File: src/rtl/fb_fill_engine.sv
// Rectangle fill engine writing packed 8-bit pixels (4 per word) into a framebuffer BRAM port.
// Define FB_FILL_CLIP_EN to clip rectangles to the framebuffer instead of rejecting them.
module fb_fill_engine #(
    parameter int H_RES = 640,
    parameter int V_RES = 480
) (
    input  logic        clk,
    input  logic        reset,
    input  logic        cmd_valid,
    output logic        cmd_ready,
    input  logic [9:0]  cmd_x0,
    input  logic [8:0]  cmd_y0,
    input  logic [9:0]  cmd_w,
    input  logic [8:0]  cmd_h,
    input  logic [7:0]  cmd_color,
    output logic        busy,
    output logic        done,
    output logic        cmd_err,
    output logic        bram_clka,
    output logic        bram_rsta,
    output logic        bram_ena,
    output logic [3:0]  bram_wea,
    output logic [16:0] bram_addra,
    output logic [31:0] bram_dina
);

    localparam logic [16:0] WPR   = 17'(H_RES / 4);
    localparam logic [10:0] X_LIM = 11'(H_RES);
    localparam logic [9:0]  Y_LIM = 10'(V_RES);
`ifdef FB_FILL_CLIP_EN
    localparam logic [10:0] X_MAX = 11'(H_RES - 1);
    localparam logic [9:0]  Y_MAX = 10'(V_RES - 1);
`endif

    typedef enum logic [1:0] {IDLE, SETUP, WRITE, DONE} state_t;

    state_t      state_q, state_d;
    logic [9:0]  x0_q, x0_d;
    logic [8:0]  y0_q, y0_d;
    logic [9:0]  w_q, w_d;
    logic [8:0]  h_q, h_d;
    logic [7:0]  color_q, color_d;
    logic [7:0]  x0w_q, x0w_d;
    logic [7:0]  x1w_q, x1w_d;
    logic [7:0]  xw_q, xw_d;
    logic [8:0]  y_q, y_d;
    logic [8:0]  y1_q, y1_d;
    logic [3:0]  lmask_q, lmask_d;
    logic [3:0]  rmask_q, rmask_d;
    logic [16:0] base_q, base_d;
    logic        reject_q, reject_d;
    logic        done_q, done_d;
    logic        err_q, err_d;
    logic        ena_q, ena_d;
    logic [3:0]  wea_q, wea_d;
    logic [16:0] addr_q, addr_d;
    logic [31:0] dina_q, dina_d;

    logic        setup_empty;
    logic        setup_reject;
    logic [9:0]  setup_x1;
    logic [8:0]  setup_y1;

    // y * (H_RES/4) as a sum of shifted copies of y, one per set bit of the constant
    function automatic logic [16:0] row_offset(input logic [8:0] y);
        logic [16:0] acc;
        acc = '0;
        for (int unsigned i = 0; i < 17; i++) begin
            if (WPR[i]) acc = acc + ({8'b0, y} << i);
        end
        return acc;
    endfunction

`ifdef FB_FILL_CLIP_EN
    logic [10:0] x_end;
    logic [9:0]  y_end;

    always_comb begin
        x_end        = {1'b0, x0_q} + {1'b0, w_q} - 11'd1;
        y_end        = {1'b0, y0_q} + {1'b0, h_q} - 10'd1;
        setup_empty  = (w_q == '0) || (h_q == '0) ||
                       ({1'b0, x0_q} >= X_LIM) || ({1'b0, y0_q} >= Y_LIM);
        setup_reject = 1'b0;
        setup_x1     = (x_end > X_MAX) ? X_MAX[9:0] : x_end[9:0];
        setup_y1     = (y_end > Y_MAX) ? Y_MAX[8:0] : y_end[8:0];
    end
`else
    logic [10:0] x_sum;
    logic [9:0]  y_sum;

    always_comb begin
        x_sum        = {1'b0, x0_q} + {1'b0, w_q};
        y_sum        = {1'b0, y0_q} + {1'b0, h_q};
        setup_empty  = (w_q == '0) || (h_q == '0);
        setup_reject = !setup_empty && ((x_sum > X_LIM) || (y_sum > Y_LIM));
        setup_x1     = x0_q + w_q - 10'd1;
        setup_y1     = y0_q + h_q - 9'd1;
    end
`endif

    // The done/err pulse trails the DONE state by one register stage, so busy
    // stays high through the pulse and a new command is taken only afterwards.
    assign busy       = (state_q != IDLE) | done_q | err_q;
    assign cmd_ready  = ~busy;
    assign done       = done_q;
    assign cmd_err    = err_q;
    assign bram_clka  = clk;
    assign bram_rsta  = reset;
    assign bram_ena   = ena_q;
    assign bram_wea   = wea_q;
    assign bram_addra = addr_q;
    assign bram_dina  = dina_q;

    always_comb begin
        state_d  = state_q;
        x0_d     = x0_q;
        y0_d     = y0_q;
        w_d      = w_q;
        h_d      = h_q;
        color_d  = color_q;
        x0w_d    = x0w_q;
        x1w_d    = x1w_q;
        xw_d     = xw_q;
        y_d      = y_q;
        y1_d     = y1_q;
        lmask_d  = lmask_q;
        rmask_d  = rmask_q;
        base_d   = base_q;
        reject_d = reject_q;
        done_d   = 1'b0;
        err_d    = 1'b0;
        ena_d    = 1'b0;
        wea_d    = '0;
        addr_d   = addr_q;
        dina_d   = dina_q;

        unique case (state_q)
            IDLE: begin
                if (cmd_valid && cmd_ready) begin
                    x0_d    = cmd_x0;
                    y0_d    = cmd_y0;
                    w_d     = cmd_w;
                    h_d     = cmd_h;
                    color_d = cmd_color;
                    state_d = SETUP;
                end
            end
            SETUP: begin
                x0w_d    = x0_q[9:2];
                x1w_d    = setup_x1[9:2];
                xw_d     = x0_q[9:2];
                y_d      = y0_q;
                y1_d     = setup_y1;
                lmask_d  = 4'b1111 << x0_q[1:0];
                rmask_d  = 4'b1111 >> (2'd3 - setup_x1[1:0]);
                base_d   = row_offset(y0_q);
                reject_d = setup_reject;
                state_d  = (setup_empty || setup_reject) ? DONE : WRITE;
            end
            WRITE: begin
                ena_d  = 1'b1;
                wea_d  = ((xw_q == x0w_q) ? lmask_q : 4'b1111) &
                         ((xw_q == x1w_q) ? rmask_q : 4'b1111);
                addr_d = base_q + {9'b0, xw_q};
                dina_d = {4{color_q}};
                if (xw_q == x1w_q) begin
                    if (y_q == y1_q) begin
                        state_d = DONE;
                    end else begin
                        y_d    = y_q + 9'd1;
                        base_d = base_q + WPR;
                        xw_d   = x0w_q;
                    end
                end else begin
                    xw_d = xw_q + 8'd1;
                end
            end
            DONE: begin
                done_d  = ~reject_q;
                err_d   = reject_q;
                state_d = IDLE;
            end
            default: state_d = IDLE;
        endcase
    end

    always_ff @(posedge clk or posedge reset) begin
        if (reset) begin
            state_q  <= IDLE;
            x0_q     <= '0;
            y0_q     <= '0;
            w_q      <= '0;
            h_q      <= '0;
            color_q  <= '0;
            x0w_q    <= '0;
            x1w_q    <= '0;
            xw_q     <= '0;
            y_q      <= '0;
            y1_q     <= '0;
            lmask_q  <= '0;
            rmask_q  <= '0;
            base_q   <= '0;
            reject_q <= 1'b0;
            done_q   <= 1'b0;
            err_q    <= 1'b0;
            ena_q    <= 1'b0;
            wea_q    <= '0;
            addr_q   <= '0;
            dina_q   <= '0;
        end else begin
            state_q  <= state_d;
            x0_q     <= x0_d;
            y0_q     <= y0_d;
            w_q      <= w_d;
            h_q      <= h_d;
            color_q  <= color_d;
            x0w_q    <= x0w_d;
            x1w_q    <= x1w_d;
            xw_q     <= xw_d;
            y_q      <= y_d;
            y1_q     <= y1_d;
            lmask_q  <= lmask_d;
            rmask_q  <= rmask_d;
            base_q   <= base_d;
            reject_q <= reject_d;
            done_q   <= done_d;
            err_q    <= err_d;
            ena_q    <= ena_d;
            wea_q    <= wea_d;
            addr_q   <= addr_d;
            dina_q   <= dina_d;
        end
    end

endmodule
File: config.mk
export PLATFORM = sky130hd
export DESIGN_NAME = fb_fill_engine
export DESIGN_NICKNAME = d
export VERILOG_FILES = /design/src/rtl/fb_fill_engine.sv
export SDC_FILE = /design/constraint.sdc
export NUM_CORES = 1
export LEC_CHECK = 0
export BUFFER_PORTS_ARGS = -buffer_cell sky130_fd_sc_hd__buf_2
export CORE_MARGIN = 5
export CORE_UTILIZATION = 59
export DETAILED_ROUTE_END_ITERATION = 16
export GPL_TIMING_DRIVEN = 0
export HOLD_SLACK_MARGIN = 0.03
export PLACE_DENSITY = 0.92
export SLEW_MARGIN = 20
export SYNTH_ARGS = -nofsm -noshare
export SYNTH_HDL_FRONTEND = slang
export SYNTH_SLANG_ARGS = --single-unit
export TNS_END_PERCENT = 100
File: constraint.sdc
create_clock -name clk -period 4.5 [get_ports clk]
set_input_delay 0.225 -clock clk [delete_from_list [all_inputs] [get_ports clk]]
set_output_delay 0.225 -clock clk [all_outputs]
set_load 0.05 [all_outputs]
==> results.txt, run 1 <==
The flow ran to the end, and the final reports show no timing, DRC or antenna violations. For the pin with the worst max-slew slack, the measured transition is 0.657 ns. The worst-case headroom to the max-slew limit was 56.2%; the share of cells above drive strength 1 was 19.5%. For this block, the routed nets add up to 23800 um of wire.

The worst hold path terminates at color_q[6]. The post-synthesis instance area was 0.00868 mm^2; the largest net degree at the start of global routing was 78. The clock latency at the later pin of the worst-skew pair was 0.56 ns; the mean instance size in the synthesized netlist was 9.21 um^2.

Yosys attributes the largest share of cell area to dfrtp_1, ha_1, mux2_2. The worst setup path is of the reg -> reg kind. For the final database, setup skew stands at 0.00778 ns.

Measured on the finished design, the core utilization comes to 73.4%. Synthesis produced 943 cells. With fillers left out, the area of the finished cells amounts to 0.0106 mm^2. Ranked by instance count, the synthesized netlist is headed by dfrtp_1, nand2_1, inv_1. In this run the register-to-register setup slack is 1.39 ns.

The initial core utilization came out at 60.0%. Setup total negative slack on the finished layout was measured at 0 ns. The net count of the finished layout was 1243; the number of design rule violations left after detail routing was 0.

Area share of the largest cell type after synthesis: 40.9%. The startpoint of the lowest-slack register-to-register path is y0_q[1]. The detailed router placed 7642 vias in this run. The tools report the kind of start point of the critical path as a flop.

In the synthesized netlist the dominant register cell turns out to be dfrtp_1. Traced cell by cell, the critical path runs through inv_1 > ha_1 > a21o_1 > a2111oi_4 > a2bb2oi_2 > a21oi_2 > nor4_4 > a22oi_1 > or3_4 > a41oi_2. Before antenna repair, the detailed router went through 8 iterations. The top fanout value on the critical path works out to 4. Based on the critical path, the design can be clocked at up to 0.321 GHz. The most common cell in the synthesized netlist is dfrtp_1.

In this run the cell area measured after placement is 0.00949 mm^2. The run gives 0 as the overall overflow remaining after global route. The initial antenna violation count is 0, and the clock slew at the register clock pins of the worst setup and hold paths is 0.06 ns. For this design the top-level I/O count stands at 109.

Number of inserted diodes: 0. Largest incremental delay on the critical path: 0.44 ns. The worst hold path was traced through 4 stages. Of all cell types, the one taking the most synthesized area is dfrtp_1. The count of final max-slew check failures came out at 0.

Once placement completed, the tool counted placed cells totaling 1236. The core region is 0.0145 mm^2. The data arrival time of the critical path came out at 3.58 ns. Setup violations remaining at the end of the flow were counted as 0.

The synthesized design contains 142 register bits. In this run, post-CTS hold repair placed 47 buffers. Dividing the detail-routed via count by the number of cells gives 5.80. The post-route antenna net violation count came out at 0.

The async set-reset flop share out of synthesis was 100%; the number of fill cells was 969. For this design, the slowest cell found on the critical path is dfrtp_1. TritonCTS built the clock tree. The sequential cell area fraction in the yosys report was 40.9%; the DRC violation total after the first TritonRoute iteration was 622. Data on the critical path is required at its endpoint by 4.97 ns. Yosys mapped the design onto 54 distinct sky130hd cell types. The first global-routing pass estimated 39600 um of wire. Counting flops with a built-in enable in the synthesized netlist gives 0.

The die covers 0.0172 mm^2. The category of the worst setup path capture point is a flop. After layout, the worst path uses 69.2% of the clock period. The footprint of the multi-input gates was 0.00441 mm^2; the net count after synthesis was 1065. Setup repair after global routing left no endpoint under its margin. Routability-driven placement finished with a final weighted congestion of 0.878. In this run the vertical extent of the chip is 131 um. During placement, the flow inserted port buffers numbering 108. Once the clock tree was built, the resizer swapped 0 gates to a different size. The die is 131 um wide.

During synthesis, Yosys emitted a total of 0 warnings. The time the worst path needs with I/O delays and setup is 3.11 ns. Dividing the detail-routed wire length by the instance count gives 18.1 um.

The total routing resource utilization after global routing was 28.2%. Relative to the synthesized area, the layout overhead comes to 22.4%. Summing all flip-flop and latch instances after layout gives 0.00355 mm^2. The endpoint identified for the worst register-to-register timing path is reject_q. The depth of the worst register-to-register path was 10. The hold violation count in the final report came out at 0. The logs give 16500 um for the estimated wirelength of the detail-placed design and 44 for the floorplan row count.

For the via count of the first global-routing pass, the log shows 7916. The worst hold path begins at cmd_valid. The finished layout holds 1318 standard cells, fillers aside. Path class of the lowest-slack min-delay path: in -> reg.

The tool flagged a number of max-cap violations equal to 0. In this run the post-CTS setup repair buffer count came out at 0.
how the worst max path moves through the flow:
| stage | from | to | slack [ns] | depth (start not counted) |
|---|---|---|---|---|
| 4_1_cts | y0_q[1] | reject_q | 1.40 | 10 |
| 2_1_floorplan | reset | base_q[10] | 0.47 | 1 |
| 5_1_grt | x0_q[4] | reject_q | 1.17 | 11 |
| 6_report | y0_q[1] | reject_q | 1.39 | 10 |
| 3_5_place_dp | y0_q[1] | reject_q | 1.44 | 10 |
| 3_3_place_gp | reset | w_q[5] | -0.98 | 2 |
routing by layer:
| metal | track usage [%] | wire [um] | vias up |
|---|---|---|---|
| met1 | 35.8 | 9790 | 3660 |
| met5 | 0 | 0 | - |
| met3 | 8.26 | 2040 | 52 |
| met4 | 12.3 | 584 | 0 |
| li1 | - | - | 3544 |
| met2 | 45.1 | 11400 | 386 |
through the flow:
| stage | hold slack [ns] | setup WS (ns) |
|---|---|---|
| after detailed placement | 0.310 | 1.44 |
| after global routing | 0.0992 | 1.17 |
| after global placement | 0.420 | -0.977 |
| after CTS | 0.0457 | 1.40 |
| after floorplan | 0.330 | 0.465 |
| final | 0.0519 | 1.39 |
worst max-delay path: cells and delay by family (launching register included):
kind,cells,cell delay (ns)
adders and majority gates,1,0.38
DFF,1,0.44
and+or+nand+nor,2,0.76
buffers and inverters,1,0.19
AOI/OAI and AO/OA,6,1.26
kinds of logic after synthesis:
logic type | Yosys count | synth area share [%]
multiplexers | 45 | 5.73
flip-flops | 142 | 40.9
adder cells (fa/ha/maj) | 73 | 10.9
AND/OR/NAND/NOR | 238 | 12.2
buffers and inverters | 166 | 8.33
XOR/XNOR | 65 | 6.56
AO/OA/AOI/OAI | 214 | 15.3
final cells by class:
cell class	count	share of cell area, %
clock buffers	27	5.53
plain buffers	69	3.38
multi-input cells	635	41.5
clock inverters	9	0.777
flip-flops and latches	142	33.4
repair buffers	155	9.73
inverters	97	3.50
well taps	184	2.17
cells in the final DEF (no fill, tap or decap), types with 6 or more instances in the layout:
master           n
a211oi_1         8
a21o_1          12
a21oi_1         69
a222oi_1         7
a31oi_1          8
and3_1           6
buf_2          110
buf_4           26
clkbuf_1        37
clkbuf_16       20
clkbuf_8         6
dfrtp_1        142
dlygate4sd3_1   47
ha_1            68
inv_1           96
mux2_2          38
mux2i_1          7
nand2_1        111
nand3_1         16
nor2_1          54
nor3_1          17
nor4_1           8
o21ai_0         65
o22ai_1          6
xnor2_1         37
xor2_1          28
flip-flops by register name, summed over array words and instances, names as in the netlist:
name,flops
y0_q,9
bram_dina,8
y_q,9
x0_q,10
lmask_q,3
x1w_q,8
done,1
bram_wea,4
rmask_q,4
reject_q,1
x0w_q,8
cmd_err,1
w_q,10
base_q,12
h_q,9
state_q,2
bram_addra,17
bram_ena,1
color_q,8
y1_q,9
xw_q,8
Power of run 1 is not shown: default switching activity piles up to over one toggle a cycle in this logic, so the estimate is an artifact.
==> run 2, diff against run 1 <==
--- a/config.mk
+++ b/config.mk
@@ -5,13 +5,14 @@
 export SDC_FILE = /design/constraint.sdc
 export NUM_CORES = 1
 export LEC_CHECK = 0
+export ABC_AREA = 1
 export BUFFER_PORTS_ARGS = -buffer_cell sky130_fd_sc_hd__buf_2
 export CORE_MARGIN = 5
-export CORE_UTILIZATION = 59
+export CORE_UTILIZATION = 54
 export DETAILED_ROUTE_END_ITERATION = 16
 export GPL_TIMING_DRIVEN = 0
 export HOLD_SLACK_MARGIN = 0.03
-export PLACE_DENSITY = 0.92
+export PLACE_DENSITY = 0.89
 export SLEW_MARGIN = 20
 export SYNTH_ARGS = -nofsm -noshare
 export SYNTH_HDL_FRONTEND = slang
==> constraint.sdc (replaced) <==
create_clock -name clk -period 2.5 [get_ports clk]
set_input_delay 0.125 -clock clk [delete_from_list [all_inputs] [get_ports clk]]
set_output_delay 0.125 -clock clk [all_outputs]
set_load 0.05 [all_outputs]
==> results.txt, run 2 <==
Kind of start point of the critical path: a flop (unchanged). Largest net degree at the start of global routing: 32 (was 78). Commonest cells after routing, fill and taps aside: nand2_1, inv_1, dfrtp_1 (was dfrtp_1, nand2_1, buf_2).

Combinational family with the most area after synthesis: simple AND/OR/NAND/NOR gates (was compound AO/OA/AOI/OAI gates). Net count of the finished layout: 1497 (was 1243). Top post-synthesis cells by area: dfrtp_1, nand2_1, ha_1 (was dfrtp_1, ha_1, mux2_2).

The tools report the DRC violation total after the first TritonRoute iteration as 1044 (was 622). The final reports fail on negative setup slack. The share of cells above drive strength 1 is 21.9% (was 19.5%). TritonCTS built the clock tree. The mean instance size in the synthesized netlist is 7.79 um^2 (was 9.21 um^2).

The chip width is 140 um (was 131 um), and the top fanout value on the critical path is 3 (was 4). The run gives 0.957 (was 0.878) as the routability congestion estimate. The number of fill cells is 1136 (was 969), and the floorplan die height is 140 um (was 131 um). The number of design rule violations left after detail routing is 0 (unchanged), and the number of flip-flops under the largest register name is 17 (unchanged). For the number of placed instances with taps included, the log shows 1507 (was 1236).

The xor and xnor area share after synthesis was 2.97% (was 6.56%). The floorplan row count came out at 47 (was 44). The clock slew at the register clock pins of the worst setup and hold paths works out to 0.06 ns (about the same). Simple-gate share of the synthesized area: 21.9% (was 12.2%). For the maximum clock skew at final layout, the log shows 0.00889 ns (was 0.00778 ns).

The path class of the lowest-slack min-delay path is in -> async (was in -> reg). The total routing resource utilization after global routing was 27.7% (was 28.2%). The logs give 0.00915 mm^2 (was 0.00868 mm^2) for the post-synthesis instance area and 58.7% (was 56.2%) for the worst-case headroom to the max-slew limit.

The average routed wire per standard cell was 18.0 um (was 18.1 um); the full die area was 0.0196 mm^2 (was 0.0172 mm^2). Net count after synthesis: 1296 (was 1065). Time the worst path needs with I/O delays and setup: 2.61 ns (was 3.11 ns).

The sequential cell area fraction in the yosys report is 38.9% (was 40.9%), and the number of cells in the finished layout apart from fillers is 1608 (was 1318). For the placeable core area, the log shows 0.0166 mm^2 (was 0.0145 mm^2). The number of vias per cell is 5.79 (was 5.80), and the footprint of the multi-input gates is 0.00472 mm^2 (was 0.00441 mm^2).

The async set-reset flop share out of synthesis is 100% (unchanged). For the number of inserted diodes, the log shows 0 (unchanged). The post-route antenna net violation count came out at 0 (unchanged). Register cell area after layout: 0.00356 mm^2 (was 0.00355 mm^2). The compound-gate portion of the synthesized area works out to 12.7% (was 15.3%).

The area share of the largest cell type after synthesis was 38.9% (was 40.9%); the via count was 9314 (was 7642). The number of warnings reported in the yosys synthesis log came out at 0 (unchanged). The initial core utilization came out at 55.2% (was 60.0%). The run gives 0 (unchanged) as the overall overflow remaining after global route. The cell with the most instances after synthesis was nand2_1 (was dfrtp_1). The adder-cell area share of the yosys netlist is 10.4% (was 10.9%), and the multiplexer fraction of the synthesized cell area is 1.48% (was 5.73%). The run gives 0.383 GHz (was 0.321 GHz) as the achievable frequency.

The flip-flop cell with the highest count after synthesis was dfrtp_1 (unchanged). For the final wirelength, the log shows 29000 um (was 23800 um). The initial antenna violation count came out at 0 (unchanged). The smallest setup slack after layout is -0.111 ns (was 1.39 ns), and the number of distinct library cell variants in the gate-level netlist after synthesis is 51 (was 54). For the via count of the first global-routing pass, the log shows 8928 (was 7916). For the data arrival time of the critical path, the log shows 3.02 ns (was 3.58 ns). The number of buffer cells added on primary ports is 108 (unchanged), and the number of endpoints failing setup at the final stage is 2 (was 0).

The clock latency at the later pin of the worst-skew pair was 0.55 ns (was 0.56 ns). Top cells by count, synth: nand2_1, inv_1, dfrtp_1 (was dfrtp_1, nand2_1, inv_1). The number of flops mapped to enable cells by yosys was 0 (unchanged).

The run finished, with violations left. For the post-synthesis instance total, the log shows 1174 (was 943). Number of iterations in the first detailed-routing pass: 7 (was 8). The type of the worst setup path was reg -> reg (unchanged).

Max-cap check violation count: 0 (unchanged). The count of final max-slew check failures was 0 (unchanged). The run gives 17900 um (was 16500 um) as the estimated wirelength of the detail-placed design.

The category of the worst setup path capture point is a flop (unchanged). Portion of the clock cycle consumed by the worst path in the final layout: 104% (was 69.2%). The number of primary I/O pins was 109 (unchanged). The slew at the pin with the worst max-slew slack was 0.620 ns (was 0.657 ns); the wire length of the first global-routing pass was 43800 um (was 39600 um). The run gives 2.91 ns (was 4.97 ns) as the endpoint required time on the critical path. The most common cell after layout, fill and taps aside is nand2_1 (was dfrtp_1). The cell type with the largest total area after synthesis is dfrtp_1 (unchanged). The hold violation count in the final report came out at 0 (unchanged). The synthesis-stage register bit count is 142 (unchanged). The layout overhead on the synthesized area was 27.1% (was 22.4%).
[run 2: cell types whose count changed after synthesis, sizes merged, moves of 11 or more]
| cell | change |
|---|---|
| o21ai | +25 |
| xnor2 | -32 |
| nand2 | +161 |
| a21o | -11 |
| clkbuf | -21 |
| mux2 | -26 |
| inv | +78 |
| nor2 | +57 |
| nand3 | +36 |
[run 2: what timing repair did]
action	4_1_cts	5_1_grt
hold buffers	48	0
endpoints found under the hold margin	111	0
endpoints found under the setup margin	6	30
pin swaps	0	9
setup buffers	4	15
gates resized for setup	17	42
gates cloned	0	0
[run 2: kinds of logic (layout without fill, tap and decap cells)]
logic type	after synthesis	count (layout)
AND/OR/NAND/NOR	476	476
AO/OA/AOI/OAI	206	206
flip-flops	142	142
buffers and inverters	234	448
XOR/XNOR	31	31
multiplexers	12	12
adder cells (fa/ha/maj)	73	73
[run 2: layer usage]
| layer | part of all wire, % | GRT usage (%) | up-vias |
|---|---|---|---|
| met4 | 5.7 | 14.1 | 0 |
| li1 | - | - | 4162 |
| met1 | 37 | 34.0 | 4337 |
| met5 | 0 | 0 | - |
| met2 | 47 | 45.6 | 642 |
| met3 | 10 | 6.44 | 173 |
[run 2: cell type report]
cell class	count	area share, %
clock buffers	23	4.50
plain buffers	58	3.55
multi-input cells	798	40.6
inverters	175	5.76
clock inverters	13	1.61
well taps	220	2.37
flip-flops and latches	142	30.6
repair buffers	179	11.0
[run 2: path summary, 6_finish.rpt]
path                                 endpoint  depth (start not counted)  slack, ns           from
worst max-delay path                  y1_q[7]                         13      -0.11        y0_q[1]
worst min-delay path                 x0w_q[3]                          3       0.13          reset
worst max register to register        y1_q[7]                         13      -0.11        y0_q[1]
worst min register to register  bram_addra[5]                          2       0.46  bram_addra[5]
max in group asynchronous             y0_q[2]                          6       1.51          reset
min in group clk                   color_q[5]                          3       0.35   cmd_color[5]
[run 2: per-stage QoR]
step | instance area [um^2] | TNS [ns] | hold WS (ns) | util, % | setup WS (ns)
after floorplan | 9150 | 0 | 0.276 | - | 0.0360
after global placement | 9970 | -34.78 | 0.357 | 60.1 | -0.251
after detailed placement | 10100 | -0.493 | 0.138 | 60.8 | -0.204
after CTS | 11400 | 0 | 0.119 | 68.6 | 0.00653
after global routing | 11600 | -0.594 | 0.159 | 70.1 | -0.153
final | 11600 | -0.117 | 0.129 | 70.1 | -0.111
[run 2: worst max-delay path, stage by stage, from the launching register on]
cell and delay [ns]:
dfrtp_2 0.45, inv_4 0.10, ha_4 0.22, inv_1 0.06, ha_1 0.17, inv_1 0.09
fa_1 0.42, inv_2 0.13, a31oi_4 0.11, or2_4 0.26, nand2_1 0.08, a21oi_1 0.08
xor2_1 0.22, o21ai_1 0.09
Power of run 2 is left out for the same reason.
